**src/rtl/mem_port_arbiter.sv**
```systemverilog
// Two-port (fetch/data) arbiter onto a single fixed-latency memory port.
// Optional round-robin arbitration is enabled by defining ARB_ROUND_ROBIN_EN.
module mem_port_arbiter #(
  parameter int MEM_LAT = 2,
  parameter int AW      = 32,
  parameter int DW      = 32
) (
  input  logic          clock,
  input  logic          rst_n,
  input  logic          if_req,
  input  logic [AW-1:0] if_addr,
  output logic          if_gnt,
  output logic          if_rvalid,
  output logic [DW-1:0] if_rdata,
  input  logic          d_req,
  input  logic          d_we,
  input  logic [AW-1:0] d_addr,
  input  logic [DW-1:0] d_wdata,
  output logic          d_gnt,
  output logic          d_rvalid,
  output logic [DW-1:0] d_rdata,
  output logic          mem_en,
  output logic          mem_we,
  output logic [AW-1:0] mem_addr,
  output logic [DW-1:0] mem_wdata,
  input  logic [DW-1:0] mem_rdata,
  output logic          busy
);

  localparam logic [1:0] IDLE   = 2'd0;
  localparam logic [1:0] ACCESS = 2'd1;
  localparam logic [1:0] RESP   = 2'd2;

  localparam logic [3:0] LAST = 4'(MEM_LAT - 1);

  logic [1:0]    state;
  logic [3:0]    cnt;
  logic          lat_d;
  logic          lat_we;
  logic [AW-1:0] lat_addr;
  logic [DW-1:0] lat_wdata;

  logic pick_d;
  logic grant;
  logic in_acc;
  logic in_resp;

`ifdef ARB_ROUND_ROBIN_EN
  logic last_d;

  // Data loses a tie only if it won the previous grant.
  always_comb begin
    pick_d = d_req & (~if_req | ~last_d);
  end

  always_ff @(posedge clock or negedge rst_n) begin
    if (!rst_n) begin
      last_d <= 1'b0;
    end else if (grant) begin
      last_d <= pick_d;
    end
  end
`else
  always_comb begin
    pick_d = d_req;
  end
`endif

  assign grant   = rst_n & (state == IDLE) & (if_req | d_req);
  assign d_gnt   = grant & pick_d;
  assign if_gnt  = grant & ~pick_d;
  assign in_acc  = (state == ACCESS);
  assign in_resp = (state == RESP);

  assign mem_en    = in_acc;
  assign mem_we    = in_acc & lat_we;
  assign mem_addr  = in_acc ? lat_addr : '0;
  assign mem_wdata = in_acc ? lat_wdata : '0;

  assign if_rvalid = in_resp & ~lat_d;
  assign d_rvalid  = in_resp & lat_d;
  assign busy      = (state != IDLE);

  always_ff @(posedge clock or negedge rst_n) begin
    if (!rst_n) begin
      state     <= IDLE;
      cnt       <= '0;
      lat_d     <= 1'b0;
      lat_we    <= 1'b0;
      lat_addr  <= '0;
      lat_wdata <= '0;
      if_rdata  <= '0;
      d_rdata   <= '0;
    end else begin
      unique case (state)
        IDLE: begin
          if (grant) begin
            state     <= ACCESS;
            cnt       <= '0;
            lat_d     <= pick_d;
            lat_we    <= pick_d & d_we;
            lat_addr  <= pick_d ? d_addr : if_addr;
            lat_wdata <= (pick_d & d_we) ? d_wdata : '0;
          end
        end
        ACCESS: begin
          if (cnt == LAST) begin
            state <= RESP;
            cnt   <= '0;
            if (lat_d) begin
              d_rdata <= lat_we ? '0 : mem_rdata;
            end else begin
              if_rdata <= mem_rdata;
            end
          end else begin
            cnt <= cnt + 4'd1;
          end
        end
        RESP: begin
          state <= IDLE;
        end
        default: begin
          state <= IDLE;
        end
      endcase
    end
  end

endmodule

```
**config.mk**
```make
export PLATFORM = sky130hd
export DESIGN_NAME = mem_port_arbiter
export DESIGN_NICKNAME = d
export VERILOG_FILES = /design/src/rtl/mem_port_arbiter.sv
export SDC_FILE = /design/constraint.sdc
export NUM_CORES = 1
export LEC_CHECK = 0
export CORE_MARGIN = 2
export CORE_UTILIZATION = 33
export DETAILED_ROUTE_END_ITERATION = 8
export HOLD_SLACK_MARGIN = 0.1
export PLACE_DENSITY = 0.72
export SYNTH_ARGS = -nofsm -noshare
export SYNTH_HDL_FRONTEND = slang
export SYNTH_SLANG_ARGS = --single-unit
```
**constraint.sdc**
```tcl
create_clock -name clock -period 2.2 [get_ports clock]
set_clock_uncertainty 0.05 [all_clocks]
set_input_delay 0.55 -clock clock [delete_from_list [all_inputs] [get_ports clock]]
set_output_delay 0.55 -clock clock [all_outputs]
set_load 0.02 [all_outputs]
```
==> impl_metrics.yaml, run 1 <==
clock_tree:
  cts_sinks: 136
  clockBufferDepth: 2
  cts_hold_buf: 0
  cts_made_buffers: 17
  cts_tree: "done"
  clk_pin_slew_ns: 0.06
  ctsRootBufferMaster: "clkbuf_16"
  clkLatencyLatePin_ns: 0.41
  htreeDepth: 4
synthesis:
  synth-edff-count: 0
  syn_avg_cell_area_um2: 13.5
  synth.cells.most_frequent: "dfrtp_1, mux2_2, and2_1, a22o_1, nor2b_1"
  synth_most_common_cell: "dfrtp_1"
  synth_area_leader_cell: "dfrtp_1"
  synth_area_um2: 6230
  seq_area_frac_synth_pct: 54.6
  synth.area.mux_share_pct: 24.9
  synthDistinctLibCells: 28
  synth_top_family_by_area: "multiplexers"
  synth-seq-cells: 136
  synth_area_leaders: "dfrtp_1, mux2_2, mux2_4"
  synth-simple-area-share_pct: 11.6
  synthesis.instances: 463
  synthFlopType: "dfrtp_1"
  synth_warnings: 0
  async_flop_share_pct: 100
  synth_fa_ha_area_share_pct: 0.402
  synth_fp_nets: 598
  synth_compound_area_share_pct: 5.48
  synth_top_area_share_pct: 54.6
  synth-xor-area-share_pct: 0
placed_design:
  numPlacedInstances: 951
  portBuffers: 267
  hpwl_um: 11900
  gp_congestion: 0.779
  placed_area_um2: 9240
routing:
  routed_wl_um: 18400
  drcViolationCount: 0
  post_drt_wl_per_cell_um: 18.4
  vias_per_cell: 4.78
  dr.first_iter.drc_count: 145
  drtPass1Iterations: 4
  vias: 4787
  antenna_left: 0
floorplanning:
  die_area_um2: 20000
  die_w_um: 141
  die_h_um: 141
  core_um2: 18600
  row_count: 50
  start_util_pct: 33.4
  num_io_pins: 268
flow_run:
  cap_violations: 0
grt:
  grt_pass1_wl_um: 28000
  grt_max_degree: 68
  track_usage_pct: 17.9
  grt_pass1_vias: 5193
  antenna_found_initial: 0
  grt_overflow: 0
finish:
  stdcell_count: 1001
  fillers: 1547
  design_area_um2: 10300
  antenna_cells: 0
  layout.nets: 889
  drive_above_1_share_pct: 41.6
  post-route-util_pct: 55.4
  area_growth_pct: 65.8
sta:
  timing.fmax_ghz: 0.443
  timing.final.crit_share_pct: 103
  hold_viol_final: 0
  max_slew_margin_pct: 46.2
  min_period_ns: 2.26
  worstMarginPinSlew_ns: 0.807
  setup_viol: 7
  layout_setup_ws_ns: -0.0572
  finalMaxSlewViolations: 0
  rsz0062_at_grt: "true"
  hold_slack_ns: 0.131
setup_path:
  critPathArrivalTime_ns: 1.66
  cp.required_ns: 1.60
  cp-start-kind: "flip-flop"
  critPathMaxFanout: 5
  cp-end-kind: "output pin"
  crit_type: "flip-flop to output pin"
power_and_ir_drop:
  p_clk_share_pct: 19.6
  seqPwrFrac_pct: 28.6
  p_sw_mw: 5.34
  pwr-share-comb_pct: 51.9
  power.internal_mw: 9.99
  irDropWorstVdd_mv: 0.795
  power_leakage_nw: 4.69
  powerDensity_nw_per_um2: 1480
  swShare_pct: 34.9
outcome:
  violations: "setup timing"
  status: "complete, but fails checks"
worst_hold_path:
  hold_class: "input pin to asynchronous set/reset pin"
==> sequential cells by signal (all words and copies together) (netlist names) <==
name / cells
cnt: 4
d_rdata: 32
if_rdata: 32
lat_addr: 32
lat_d: 1
lat_wdata: 32
lat_we: 1
state: 2
==> stage by stage <==
stage / power, mW / setup TNS (ns) / setup WS, ns
after floorplan: 8.01 / 0 / 0.0199
after global placement: 11.0 / -8.46 / -0.235
after detailed placement: 11.2 / -10.97 / -0.264
after CTS: 15.2 / -0.929 / -0.105
after global routing: 16.1 / -2.35 / -0.117
final: 15.3 / -0.356 / -0.0572
==> kinds of logic after synthesis <==
| group | Yosys count |
|---|---|
| fa+ha+maj | 2 |
| flops | 136 |
| compound gates | 42 |
| simple gates | 116 |
| mux | 128 |
| buf+inv | 39 |
==> critical path, stage by stage (launching register included) <==
cell and delay (ns):
dfrtp_2 0.44, nand2b_4 0.11, inv_8 0.05, buf_12 0.14, buf_16 0.13, buf_12 0.12
and2_4 0.13, buf_6 0.12
==> power groups by stage <==
stage               combinational (mW)  clock [mW]  sequential [mW]
floorplan                         3.06           0             4.95
global placement                  6.74           0             4.29
detailed placement                6.86           0             4.36
CTS                               7.72        3.08             4.36
global route                      8.39        3.22             4.53
finish                            7.95        3.00             4.38
==> worst paths after layout <==
path | start | cells past startpoint | slack, ns | end
worst min-delay path | rst_n | 2 | 0.13 | d_rdata[22]
worst max-delay path | state[0] | 7 | -0.06 | mem_wdata[7]
worst min register to register | if_rdata[4] | 1 | 0.44 | if_rdata[4]
min in group clock | if_rdata[4] | 1 | 0.44 | if_rdata[4]
worst max register to register | cnt[1] | 8 | 0.06 | if_rdata[25]
max in group asynchronous | rst_n | 3 | 0.85 | if_rdata[6]
==> layout by cell type (no fill, tap or decap), types with 3 or more instances in the layout <==
| master | instances |
|---|---|
| nor2b_1 | 32 |
| and3_1 | 4 |
| and2_4 | 42 |
| dlygate4sd2_1 | 3 |
| dfrtp_1 | 135 |
| inv_6 | 3 |
| a21oi_1 | 3 |
| a22o_1 | 32 |
| clkbuf_16 | 21 |
| and2_1 | 24 |
| inv_1 | 4 |
| mux2_4 | 30 |
| buf_12 | 8 |
| buf_16 | 3 |
| inv_8 | 3 |
| buf_2 | 16 |
| buf_6 | 56 |
| clkinv_4 | 4 |
| buf_4 | 19 |
| bufinv_16 | 3 |
| clkdlybuf4s50_1 | 194 |
| mux2_2 | 96 |
==> per-layer routing <==
metal  track usage, %  vias to the layer above  routed length (um)
li1                 -                     2193                   -
met1             22.0                     2376                7790
met3             6.28                       15                1340
met4             4.53                        0                 197
met5                0                        -                   0
met2             30.3                      203                9050
==> cell type report <==
cell class,count,area [um2],share of cell area (%)
well taps,234,293,2.84
flip-flops and latches,136,3400,33.0
clock inverters,14,186,1.81
inverters,6,30.0,0.291
clock buffers,18,439,4.25
repair buffers,305,3180,30.8
multi-input cells,288,2790,27.0
==> repair_timing <==
| action | in CTS | in global routing |
|---|---|---|
| cloned | 5 | 4 |
| endpoints found under the setup margin | 71 | 80 |
| pin swaps | 23 | 7 |
| endpoints found under the hold margin | 0 | 0 |
| setup buffers | 5 | 6 |
| gates resized for setup | 390 | 52 |
Power figures use the tool's default switching activity.
==> inputs of run 2 (changes only) <==
Settings changed: SLEW_MARGIN set to 25.
==> results of run 2 <==
The final DEF is identical to that of run 1; final timing and power are the same.
